File: src/rtl/ctrl_pipe_if.sv
// ============================================================================
// Module   : ctrl_pipe_if
// Brief    : ID-stage inputs and per-stage control outputs of ctrl_pipe.
// Revision : 1.0 - initial release
// ============================================================================
`default_nettype none

interface ctrl_pipe_if #(
    parameter int OPW = 6,
    parameter int RW  = 5
);
    logic           valid_id;
    logic [OPW-1:0] opcode_id;
    logic [RW-1:0]  rs_id;
    logic [RW-1:0]  rt_id;
    logic [RW-1:0]  rd_id;
    logic           zero_ex;

    logic           alusrc_ex;
    logic           regdst_ex;
    logic           branch_ex;
    logic           memread_ex;
    logic [2:0]     aluop_ex;
    logic           memread_mem;
    logic           memwrite_mem;
    logic           wen_wb;
    logic           memtoreg_wb;
    logic           jal_wb;
    logic [RW-1:0]  wdst_ex;
    logic [RW-1:0]  wdst_mem;
    logic [RW-1:0]  wdst_wb;
    logic           valid_ex;
    logic           valid_mem;
    logic           valid_wb;
    logic           pc_stall;
    logic           ifid_stall;
    logic           ifid_flush;
    logic [1:0]     pc_sel;

    modport master (
        output valid_id, opcode_id, rs_id, rt_id, rd_id, zero_ex,
        input  alusrc_ex, regdst_ex, branch_ex, memread_ex, aluop_ex,
        input  memread_mem, memwrite_mem, wen_wb, memtoreg_wb, jal_wb,
        input  wdst_ex, wdst_mem, wdst_wb, valid_ex, valid_mem, valid_wb,
        input  pc_stall, ifid_stall, ifid_flush, pc_sel
    );

    modport slave (
        input  valid_id, opcode_id, rs_id, rt_id, rd_id, zero_ex,
        output alusrc_ex, regdst_ex, branch_ex, memread_ex, aluop_ex,
        output memread_mem, memwrite_mem, wen_wb, memtoreg_wb, jal_wb,
        output wdst_ex, wdst_mem, wdst_wb, valid_ex, valid_mem, valid_wb,
        output pc_stall, ifid_stall, ifid_flush, pc_sel
    );
endinterface

`default_nettype wire

File: src/rtl/ctrl_pipe.sv
// ============================================================================
// Module   : ctrl_pipe
// Brief    : Pipelined control unit: ID decode, ID/EX-EX/MEM-MEM/WB control
//            registers, load-use stall and branch/jump redirect resolution.
//            Optional macro HAZARD_EN enables load-use stall insertion.
// Revision : 1.0 - initial release
// ============================================================================
`default_nettype none

module ctrl_pipe #(
    parameter int            OPW    = 6,
    parameter int            RW     = 5,
    parameter logic [RW-1:0] REG_RA = {RW{1'b1}}
) (
    input  logic       clk,
    input  logic       rst_n,
    ctrl_pipe_if.slave bus
);

    // Opcode map shared with the datapath's define.v
    localparam logic [OPW-1:0] c_op_add  = OPW'(6'd0);
    localparam logic [OPW-1:0] c_op_sub  = OPW'(6'd1);
    localparam logic [OPW-1:0] c_op_and  = OPW'(6'd2);
    localparam logic [OPW-1:0] c_op_xor  = OPW'(6'd3);
    localparam logic [OPW-1:0] c_op_com  = OPW'(6'd4);
    localparam logic [OPW-1:0] c_op_mul  = OPW'(6'd5);
    localparam logic [OPW-1:0] c_op_addi = OPW'(6'd8);
    localparam logic [OPW-1:0] c_op_lw   = OPW'(6'd9);
    localparam logic [OPW-1:0] c_op_sw   = OPW'(6'd10);
    localparam logic [OPW-1:0] c_op_beq  = OPW'(6'd11);
    localparam logic [OPW-1:0] c_op_j    = OPW'(6'd12);
    localparam logic [OPW-1:0] c_op_jal  = OPW'(6'd13);
    localparam logic [OPW-1:0] c_op_jr   = OPW'(6'd14);

    localparam logic [1:0] c_sel_pc4    = 2'b00;
    localparam logic [1:0] c_sel_branch = 2'b01;
    localparam logic [1:0] c_sel_jump   = 2'b10;
    localparam logic [1:0] c_sel_jr     = 2'b11;

    typedef struct packed {
        logic          valid;
        logic          wen;
        logic          alusrc;
        logic          regdst;
        logic          memread;
        logic          memwrite;
        logic          memtoreg;
        logic          branch;
        logic          jal;
        logic [2:0]    aluop;
        logic [RW-1:0] wdst;
    } idex_t;

    typedef struct packed {
        logic          valid;
        logic          wen;
        logic          memread;
        logic          memwrite;
        logic          memtoreg;
        logic          jal;
        logic [RW-1:0] wdst;
    } exmem_t;

    typedef struct packed {
        logic          valid;
        logic          wen;
        logic          memtoreg;
        logic          jal;
        logic [RW-1:0] wdst;
    } memwb_t;

    idex_t  w_dec;
    logic   w_reads_rs;
    logic   w_reads_rt;
    logic   w_jump;
    logic   w_jr;
    logic   w_branch_taken;
    logic   w_load_use;
    logic   w_idex_bubble;
    logic   w_pc_stall;
    logic   w_ifid_stall;
    logic   w_ifid_flush;
    logic [1:0] w_pc_sel;

    idex_t  r_idex;
    exmem_t r_exmem;
    memwb_t r_memwb;

    // ------------------------------------------------------------------
    // ID decode
    // ------------------------------------------------------------------
    always_comb begin
        w_dec      = '0;
        w_reads_rs = 1'b0;
        w_reads_rt = 1'b0;
        w_jump     = 1'b0;
        w_jr       = 1'b0;
        if (bus.valid_id) begin
            case (bus.opcode_id)
                c_op_add, c_op_sub, c_op_and, c_op_xor, c_op_com, c_op_mul: begin
                    w_dec.valid    = 1'b1;
                    w_dec.wen      = 1'b1;
                    w_dec.regdst   = 1'b1;
                    w_dec.memtoreg = 1'b1;
                    w_dec.aluop    = bus.opcode_id[2:0];
                    w_reads_rs     = 1'b1;
                    w_reads_rt     = 1'b1;
                end
                c_op_addi: begin
                    // memtoreg=1 selects the ALU result on writeback
                    w_dec.valid    = 1'b1;
                    w_dec.wen      = 1'b1;
                    w_dec.alusrc   = 1'b1;
                    w_dec.memtoreg = 1'b1;
                    w_reads_rs     = 1'b1;
                end
                c_op_lw: begin
                    w_dec.valid   = 1'b1;
                    w_dec.wen     = 1'b1;
                    w_dec.alusrc  = 1'b1;
                    w_dec.memread = 1'b1;
                    w_reads_rs    = 1'b1;
                end
                c_op_sw: begin
                    w_dec.valid    = 1'b1;
                    w_dec.alusrc   = 1'b1;
                    w_dec.memwrite = 1'b1;
                    w_reads_rs     = 1'b1;
                    w_reads_rt     = 1'b1;
                end
                c_op_beq: begin
                    w_dec.valid  = 1'b1;
                    w_dec.branch = 1'b1;
                    w_dec.aluop  = 3'b001;
                    w_reads_rs   = 1'b1;
                    w_reads_rt   = 1'b1;
                end
                c_op_j: begin
                    w_dec.valid = 1'b1;
                    w_jump      = 1'b1;
                end
                c_op_jal: begin
                    w_dec.valid = 1'b1;
                    w_dec.wen   = 1'b1;
                    w_dec.jal   = 1'b1;
                    w_jump      = 1'b1;
                end
                c_op_jr: begin
                    w_dec.valid = 1'b1;
                    w_jr        = 1'b1;
                    w_reads_rs  = 1'b1;
                end
                default: ;
            endcase
        end

        if (!w_dec.wen)
            w_dec.wdst = '0;
        else if (w_dec.jal)
            w_dec.wdst = REG_RA;
        else if (w_dec.regdst)
            w_dec.wdst = bus.rd_id;
        else
            w_dec.wdst = bus.rt_id;
    end

    // ------------------------------------------------------------------
    // Hazard detection and redirect resolution
    // ------------------------------------------------------------------
    assign w_branch_taken = r_idex.branch & r_idex.valid & bus.zero_ex;

`ifdef HAZARD_EN
    assign w_load_use = r_idex.memread & r_idex.valid & (r_idex.wdst != '0) &
                        ((w_reads_rs & (bus.rs_id == r_idex.wdst)) |
                         (w_reads_rt & (bus.rt_id == r_idex.wdst)));
`else
    logic w_unused_hazard;
    assign w_unused_hazard = ^{bus.rs_id, bus.rt_id, w_reads_rs, w_reads_rt};
    assign w_load_use      = 1'b0;
`endif

    always_comb begin
        w_pc_sel      = c_sel_pc4;
        w_pc_stall    = 1'b0;
        w_ifid_stall  = 1'b0;
        w_ifid_flush  = 1'b0;
        w_idex_bubble = 1'b0;
        if (w_branch_taken) begin
            w_pc_sel      = c_sel_branch;
            w_ifid_flush  = 1'b1;
            w_idex_bubble = 1'b1;
        end else if (w_load_use) begin
            // Jump in ID waits until the load has moved on
            w_pc_stall    = 1'b1;
            w_ifid_stall  = 1'b1;
            w_idex_bubble = 1'b1;
        end else if (w_jump) begin
            w_pc_sel     = c_sel_jump;
            w_ifid_flush = 1'b1;
        end else if (w_jr) begin
            w_pc_sel     = c_sel_jr;
            w_ifid_flush = 1'b1;
        end
    end

    // ------------------------------------------------------------------
    // Stage registers
    // ------------------------------------------------------------------
    always_ff @(posedge clk or negedge rst_n) begin
        if (!rst_n) begin
            r_idex  <= '0;
            r_exmem <= '0;
            r_memwb <= '0;
        end else begin
            r_idex           <= w_idex_bubble ? '0 : w_dec;
            r_exmem.valid    <= r_idex.valid;
            r_exmem.wen      <= r_idex.wen;
            r_exmem.memread  <= r_idex.memread;
            r_exmem.memwrite <= r_idex.memwrite;
            r_exmem.memtoreg <= r_idex.memtoreg;
            r_exmem.jal      <= r_idex.jal;
            r_exmem.wdst     <= r_idex.wdst;
            r_memwb.valid    <= r_exmem.valid;
            r_memwb.wen      <= r_exmem.wen;
            r_memwb.memtoreg <= r_exmem.memtoreg;
            r_memwb.jal      <= r_exmem.jal;
            r_memwb.wdst     <= r_exmem.wdst;
        end
    end

    logic w_unused_stage;
    assign w_unused_stage = ^{r_exmem.memtoreg & 1'b0};

    assign bus.alusrc_ex    = r_idex.alusrc;
    assign bus.regdst_ex    = r_idex.regdst;
    assign bus.branch_ex    = r_idex.branch;
    assign bus.memread_ex   = r_idex.memread;
    assign bus.aluop_ex     = r_idex.aluop;
    assign bus.wdst_ex      = r_idex.wdst;
    assign bus.valid_ex     = r_idex.valid;
    assign bus.memread_mem  = r_exmem.memread;
    assign bus.memwrite_mem = r_exmem.memwrite;
    assign bus.wdst_mem     = r_exmem.wdst;
    assign bus.valid_mem    = r_exmem.valid;
    assign bus.wen_wb       = r_memwb.wen;
    assign bus.memtoreg_wb  = r_memwb.memtoreg;
    assign bus.jal_wb       = r_memwb.jal;
    assign bus.wdst_wb      = r_memwb.wdst;
    assign bus.valid_wb     = r_memwb.valid;
    assign bus.pc_stall     = w_pc_stall;
    assign bus.ifid_stall   = w_ifid_stall;
    assign bus.ifid_flush   = w_ifid_flush;
    assign bus.pc_sel       = w_pc_sel;

endmodule

`default_nettype wire

File: src/flat_wrapper.sv
// flat-port wrapper written by rule: the top's interface ports become plain ports
module ctrl_pipe_flat 
#(
    parameter int            OPW    = 6,
    parameter int            RW     = 5,
    parameter logic [RW-1:0] REG_RA = {RW{1'b1}}
)
  (clk, rst_n, bus_valid_id, bus_opcode_id, bus_rs_id, bus_rt_id, bus_rd_id, bus_zero_ex, bus_alusrc_ex, bus_regdst_ex, bus_branch_ex, bus_memread_ex, bus_aluop_ex, bus_memread_mem, bus_memwrite_mem, bus_wen_wb, bus_memtoreg_wb, bus_jal_wb, bus_wdst_ex, bus_wdst_mem, bus_wdst_wb, bus_valid_ex, bus_valid_mem, bus_valid_wb, bus_pc_stall, bus_ifid_stall, bus_ifid_flush, bus_pc_sel);
  ctrl_pipe_if #(.OPW(OPW), .RW(RW)) bus_i ();
  input  logic clk;
  input  logic rst_n;
  input wire logic [$bits(bus_i.valid_id)-1:0] bus_valid_id;
  input wire logic [$bits(bus_i.opcode_id)-1:0] bus_opcode_id;
  input wire logic [$bits(bus_i.rs_id)-1:0] bus_rs_id;
  input wire logic [$bits(bus_i.rt_id)-1:0] bus_rt_id;
  input wire logic [$bits(bus_i.rd_id)-1:0] bus_rd_id;
  input wire logic [$bits(bus_i.zero_ex)-1:0] bus_zero_ex;
  output wire logic [$bits(bus_i.alusrc_ex)-1:0] bus_alusrc_ex;
  output wire logic [$bits(bus_i.regdst_ex)-1:0] bus_regdst_ex;
  output wire logic [$bits(bus_i.branch_ex)-1:0] bus_branch_ex;
  output wire logic [$bits(bus_i.memread_ex)-1:0] bus_memread_ex;
  output wire logic [$bits(bus_i.aluop_ex)-1:0] bus_aluop_ex;
  output wire logic [$bits(bus_i.memread_mem)-1:0] bus_memread_mem;
  output wire logic [$bits(bus_i.memwrite_mem)-1:0] bus_memwrite_mem;
  output wire logic [$bits(bus_i.wen_wb)-1:0] bus_wen_wb;
  output wire logic [$bits(bus_i.memtoreg_wb)-1:0] bus_memtoreg_wb;
  output wire logic [$bits(bus_i.jal_wb)-1:0] bus_jal_wb;
  output wire logic [$bits(bus_i.wdst_ex)-1:0] bus_wdst_ex;
  output wire logic [$bits(bus_i.wdst_mem)-1:0] bus_wdst_mem;
  output wire logic [$bits(bus_i.wdst_wb)-1:0] bus_wdst_wb;
  output wire logic [$bits(bus_i.valid_ex)-1:0] bus_valid_ex;
  output wire logic [$bits(bus_i.valid_mem)-1:0] bus_valid_mem;
  output wire logic [$bits(bus_i.valid_wb)-1:0] bus_valid_wb;
  output wire logic [$bits(bus_i.pc_stall)-1:0] bus_pc_stall;
  output wire logic [$bits(bus_i.ifid_stall)-1:0] bus_ifid_stall;
  output wire logic [$bits(bus_i.ifid_flush)-1:0] bus_ifid_flush;
  output wire logic [$bits(bus_i.pc_sel)-1:0] bus_pc_sel;
  assign bus_i.valid_id = bus_valid_id;
  assign bus_i.opcode_id = bus_opcode_id;
  assign bus_i.rs_id = bus_rs_id;
  assign bus_i.rt_id = bus_rt_id;
  assign bus_i.rd_id = bus_rd_id;
  assign bus_i.zero_ex = bus_zero_ex;
  assign bus_alusrc_ex = bus_i.alusrc_ex;
  assign bus_regdst_ex = bus_i.regdst_ex;
  assign bus_branch_ex = bus_i.branch_ex;
  assign bus_memread_ex = bus_i.memread_ex;
  assign bus_aluop_ex = bus_i.aluop_ex;
  assign bus_memread_mem = bus_i.memread_mem;
  assign bus_memwrite_mem = bus_i.memwrite_mem;
  assign bus_wen_wb = bus_i.wen_wb;
  assign bus_memtoreg_wb = bus_i.memtoreg_wb;
  assign bus_jal_wb = bus_i.jal_wb;
  assign bus_wdst_ex = bus_i.wdst_ex;
  assign bus_wdst_mem = bus_i.wdst_mem;
  assign bus_wdst_wb = bus_i.wdst_wb;
  assign bus_valid_ex = bus_i.valid_ex;
  assign bus_valid_mem = bus_i.valid_mem;
  assign bus_valid_wb = bus_i.valid_wb;
  assign bus_pc_stall = bus_i.pc_stall;
  assign bus_ifid_stall = bus_i.ifid_stall;
  assign bus_ifid_flush = bus_i.ifid_flush;
  assign bus_pc_sel = bus_i.pc_sel;
  ctrl_pipe #(.OPW(OPW), .RW(RW), .REG_RA(REG_RA)) u_core (.clk(clk), .rst_n(rst_n), .bus(bus_i));
endmodule
File: config.mk
export PLATFORM = sky130hd
export DESIGN_NAME = ctrl_pipe_flat
export DESIGN_NICKNAME = d
export VERILOG_FILES = /design/src/rtl/ctrl_pipe_if.sv /design/src/rtl/ctrl_pipe.sv /design/src/flat_wrapper.sv
export SDC_FILE = /design/constraint.sdc
export NUM_CORES = 1
export LEC_CHECK = 0
export ABC_AREA = 1
export CAP_MARGIN = 0
export CORE_ASPECT_RATIO = 1.25
export CORE_MARGIN = 2
export CORE_UTILIZATION = 30
export CTS_CLUSTER_SIZE = 12
export DETAILED_ROUTE_END_ITERATION = 7
export PLACE_DENSITY_LB_ADDON = 0.2
export SLEW_MARGIN = 20
export SYNTH_ARGS = -nofsm -noshare
export SYNTH_HDL_FRONTEND = slang
export SYNTH_SLANG_ARGS = --single-unit
export TNS_END_PERCENT = 5
File: constraint.sdc
create_clock -name clk -period 1.75 [get_ports clk]
set_input_delay 0.35 -clock clk [delete_from_list [all_inputs] [get_ports clk]]
set_output_delay 0.35 -clock clk [all_outputs]
set_load 0.05 [all_outputs]
# ---- Yosys cells after proc, flatten, opt, wreduce, memory -nomap -nowiden
# Cells that the tools add are included.
dict set report totals {
  ff_bits 37
  inputBits 25
}
dict set report classes {
  eq_ne 12
  muxes 26
  bitwise 2
  reduce_logical 7
}
# op count
set op_table {}
lappend op_table {{$eq A6 B4 Y1 const B} 7}
lappend op_table {{$mux W1} 17}
lappend op_table {{$mux W17} 1}
lappend op_table {{$mux W5} 3}
lappend op_table {{$reduce_or A13 Y1} 1}
lappend op_table {{$eq A6 B2 Y1 const B} 2}
lappend op_table {{$eq A6 B3 Y1 const B} 2}
lappend op_table {{$mux W12} 1}
lappend op_table {{$reduce_or A9 Y1} 1}
lappend op_table {{$reduce_or A7 Y1} 1}
lappend op_table {{$eq A6 B1 Y1 const B} 1}
lappend op_table {{$logic_not A6 Y1} 1}
lappend op_table {{$mux W2} 3}
lappend op_table {{$pmux W3 S2} 1}
lappend op_table {{$reduce_or A6 Y1} 1}
lappend op_table {{$reduce_or A3 Y1} 1}
lappend op_table {{$and A1 B1 Y1} 2}
lappend op_table {{$reduce_or A2 Y1} 1}

# ---- Longest topological paths before layout
# Gate-level depths: netlist of run 1.
dict set report logic_depth {
  ltp_word 8
  depth_mapped 8
  ltp_nobuf 8
}

# ---- Least setup slack after synthesis of run 1
# No wires, ideal clock.
dict set report synth_timing {
  path_type {register to output}
  from {register u_core.r_idex (netlist bit u_core.bus.branch_ex)}
  to {output port bus_pc_sel[1]}
  t_arrival_ns 1.349
  slack_ns 0.051
  path_stages_with_launch 6
  n_path_buf 0
  cell_sequence {dfrtp_1 > nand3_1 > nand2_2 > inv_2 > nand2_1 > inv_1}
}
dict set report synth_between {
  elab_chain_len 3
}
# item line
set synth_rtl {}
lappend synth_rtl {{start: declaration} ctrl_pipe.sv:85} ;# idex_t r_idex;
lappend synth_rtl {{start signal: assignment} ctrl_pipe.sv:215} ;# r_idex <= w_idex_bubble ? '0 : w_dec;
lappend synth_rtl {{$and A1 B1 Y1 (2 in a row)} ctrl_pipe.sv:170} ;# assign w_branch_taken = r_idex.branch & r_idex.valid & bus.zero_ex;
lappend synth_rtl {{$mux W2} ctrl_pipe.sv:188} ;# if (w_branch_taken) begin
lappend synth_rtl {{end: declaration} flat_wrapper.sv:37} ;# output wire logic [$bits(bus_i.pc_sel)-1:0] bus_pc_sel;
# Every way passes these cells.

# ---- Worst setup path after layout of run 1
dict set report layout_timing {
  from {input port bus_opcode_id[5]}
  to {output port bus_ifid_flush}
}
dict set report layout_between {
  elab_chain_len 6
  word_cells_on_any_way 11
}
# item line
set layout_rtl {}
lappend layout_rtl {{start: declaration} flat_wrapper.sv:13} ;# input wire logic [$bits(bus_i.opcode_id)-1:0] bus_opcode_id;
lappend layout_rtl {{$eq A6 B4 Y1} ctrl_pipe.sv:99} ;# case (bus.opcode_id)
lappend layout_rtl {{$mux W1 or $reduce_or A2 Y1 (tied branches)} -}
lappend layout_rtl {{$mux W1 (on tied branches)} {ctrl_pipe.sv:98, ctrl_pipe.sv:99}}
lappend layout_rtl {{$mux W1 (on tied branches)} {ctrl_pipe.sv:200, ctrl_pipe.sv:98}}
lappend layout_rtl {{$mux W1 (*)} ctrl_pipe.sv:197} ;# end else if (w_jump) begin
lappend layout_rtl {{$mux W1 (*)} ctrl_pipe.sv:188}
lappend layout_rtl {{end: declaration} flat_wrapper.sv:36} ;# output wire logic [$bits(bus_i.ifid_flush)-1:0] bus_ifid_flush;
# Mark *: on every way between the ends. The rest lies on a longest branch, timed or not.

==> metrics.yaml, run 1 <==
status: "complete, no violations"
crit_start: "bus_opcode_id[5]"
layout.cells.non_filler: 253
cts_root_buffer: "clkbuf_8"
gp_congestion: 0.843
drtPass1Iterations: 4
synth_area_leader_cell: "dfrtp_1"
power.density_nw_per_um2: 877
ant_nets: 0
ir_worst_vdd_mv: 0.254
max_stage_delay_ns: 0.27
hpwlAfterDp_um: 2140
synth_area_leaders: "dfrtp_1 (64%), buf_4 (8.3%), nand2_1 (4.9%), nand3_1 (4.5%), inv_1 (4.4%)"
grtUsageMet3_pct: 3.70
syn_area_um2: 1450
drive_above_1_share_pct: 43.0
cp-endpoint: "bus_ifid_flush"
synth_seq_area_share_pct: 64.0
tritoncts: "done"
clock_path_buffers: 2
synth_top_family_by_area: "simple AND/OR/NAND/NOR gates"
synth-seq-cells: 37
fmax_ghz: 0.594
synth_compound_area_share_pct: 1.82
cap_violations: 0
n_antenna_cell: 0
critPathSlowestCell: "dlygate4sd2_1"
synth-simple-area-share_pct: 20.4
synth.area.mux_share_pct: 0
use_met2_pct: 18.8
reg2regPathDepth: 8
crit_chain: "dlygate4sd2_1, inv_2, nand2_4, a211oi_4, nand2_1, nand2_2, buf_12"
initial_core_util_pct: 30.8
areaGrowthSynthToFinish_pct: 47.3
fin_setup_tns_ns: 0
grt_pass1_vias: 1047
setup_slack_ns: 0.0661
netlist_instances: 134
grt_max_degree: 38
dp_slack_ns: -0.228
timing.rr.start: "u_core.bus.valid_ex"
hp-class: "in2async"
power_leakage_nw: 1.19
reg2reg_to: "u_core.bus.wdst_ex[0]"
endpoint_kind: "output pin"
numPortBuffers: 52
clock_skew_ns: 0.00655
die_w_um: 66.1
fin_crit_ns: 1.68
grt_util_all_layers_pct: 11.8
htree_levels: 2
dp_cells: 244
vias: 1058
clock_latency_ns: 0.29
grt_antenna_before_repair: 0
start_kind: "primary input"
cts_buffers: 5
gr-usage-met1_pct: 13.1
synth_adder_area_share_pct: 0
yosys_warnings: 0
ios: 60
fp.dieH_um: 81.6
synthXorXnorAreaFrac_pct: 0
drv_slew: 0
path_clk_slew_ns: 0.07
row_count: 28
drc: 0
syn_area_per_cell_um2: 10.8
synth_top_area_share_pct: 64.0
fillers: 486
r2r_slack_ns: 0.49
hold_viol: 0
slew_headroom_pct: 48.9
top_usage_layer: "met2"
core_area_um2: 4690
dieArea_um2: 5400
critPathMaxFanout: 2
holdWs_ns: 0.134
vias_per_cell: 4.18
grt_pass1_wl_um: 4620
drt_iter0_markers: 57
period_share_pct: 96.2
required_ns: 1.40
grt_overflow_total: 0
totalWireLength_um: 2780
cts_sinks: 37
fin_nets: 217
wire_per_inst_um: 11.0
critPathKind: "in2out"
setup_violations: 0
synth.distinct_cells: 18
tightest_slew_ns: 0.767
critPathArrivalTime_ns: 1.33
==> power by group <==
group / switching (mW) / internal (mW)
clock network: 0.288 / 0.463
registers: 0.00695 / 0.873
logic: 0.149 / 0.0885
total: 0.444 / 1.42
==> worst min-delay path by stage <==
stage / start / endpoint / slack [ns] / depth (start not counted)
2_1_floorplan: rst_n / u_core.bus.aluop_ex[0] / 0.05 / 0
3_3_place_gp: u_core.r_idex[8] / u_core.r_exmem[5] / 0.33 / 0
3_5_place_dp: u_core.r_exmem[9] / u_core.bus.wen_wb / 0.34 / 0
4_1_cts: rst_n / u_core.bus.regdst_ex / 0.16 / 1
5_1_grt: rst_n / u_core.r_idex[10] / 0.19 / 1
6_report: rst_n / u_core.bus.memtoreg_wb / 0.13 / 1
==> stage by stage <==
| step | instance area (µm²) | util (%) | total power [mW] |
|---|---|---|---|
| final | 2130 | 45.4 | 1.87 |
| after global routing | 2130 | 45.4 | 1.96 |
| after CTS | 2120 | 45.1 | 1.90 |
| after detailed placement | 1970 | 42.0 | 1.13 |
| after global placement | 1970 | 42.0 | 1.13 |
| after floorplan | 1450 | - | 1.03 |
==> registers in the layout, summed over array words and instances, names as in the netlist <==
register,cells
u_core.bus.regdst_ex,1
u_core.bus.branch_ex,1
u_core.bus.jal_wb,1
u_core.bus.valid_ex,1
u_core.bus.wdst_ex,5
u_core.bus.valid_mem,1
u_core.bus.wdst_mem,5
u_core.r_exmem,3
u_core.bus.memread_ex,1
u_core.bus.alusrc_ex,1
u_core.bus.aluop_ex,3
u_core.bus.memtoreg_wb,1
u_core.bus.memwrite_mem,1
u_core.bus.valid_wb,1
u_core.bus.wdst_wb,5
u_core.bus.memread_mem,1
u_core.bus.wen_wb,1
u_core.r_idex,4
==> placed cells by master, fill, tap and decap left out, types with 6 or more instances in the layout <==
cell / n
nor2_1: 7
clkbuf_8: 6
nand2_2: 9
nand2_1: 15
dfrtp_1: 37
clkdlybuf4s50_1: 12
nand3_1: 11
inv_1: 14
dlygate4sd2_1: 6
buf_4: 44
inv_2: 6
==> Yosys cell counts (all sizes together) <==
library cell and count:
nor2 13, inv 20, conb 1, buf 16, a211oi 1, nand3 14
nand2 26, o21ai 1, dfrtp 37, o211ai 1, nand4 3, o22ai 1
==> logic make-up after synthesis <==
group | after synthesis
AOI/OAI and AO/OA | 4
buffers and inverters | 36
DFF | 37
other | 1
and+or+nand+nor | 56
==> routing by layer <==
layer	up-vias	routed length [µm]
li1	507	-
met1	498	1050
met2	48	1430
met3	5	222
met4	0	74
met5	-	0
==> area by class of cell <==
| class | instances | area (µm²) | share of cell area (%) |
|---|---|---|---|
| sequential | 37 | 926 | 43.5 |
| timing repair buffer | 66 | 568 | 26.7 |
| multi-input combinational | 62 | 367 | 17.2 |
| clock buffer | 6 | 82.6 | 3.88 |
| inverter | 20 | 75.1 | 3.52 |
| tap | 60 | 75.1 | 3.52 |
| clock inverter | 2 | 37.5 | 1.76 |
==> worst max-delay path: cells and delay by family <==
family	cells	cell delay, ns
AO/OA/AOI/OAI	1	0.24
AND/OR/NAND/NOR	3	0.25
buffers and inverters	3	0.49
==> what timing repair did <==
action | 4_1_cts | 5_1_grt
resized for setup | 15 | 3
hold buffers | 0 | 0
endpoints found under the setup margin | 3 | 2
pin swaps | 4 | 2
buffers inserted | 1 | 0
Note: power is estimated with default switching activity, not from simulation.
==> run 2, diff against run 1 <==
CAP_MARGIN = 10   (was 0)
==> results of run 2 <==
Same layout as run 1: the final DEF is identical, and so are final timing and power.
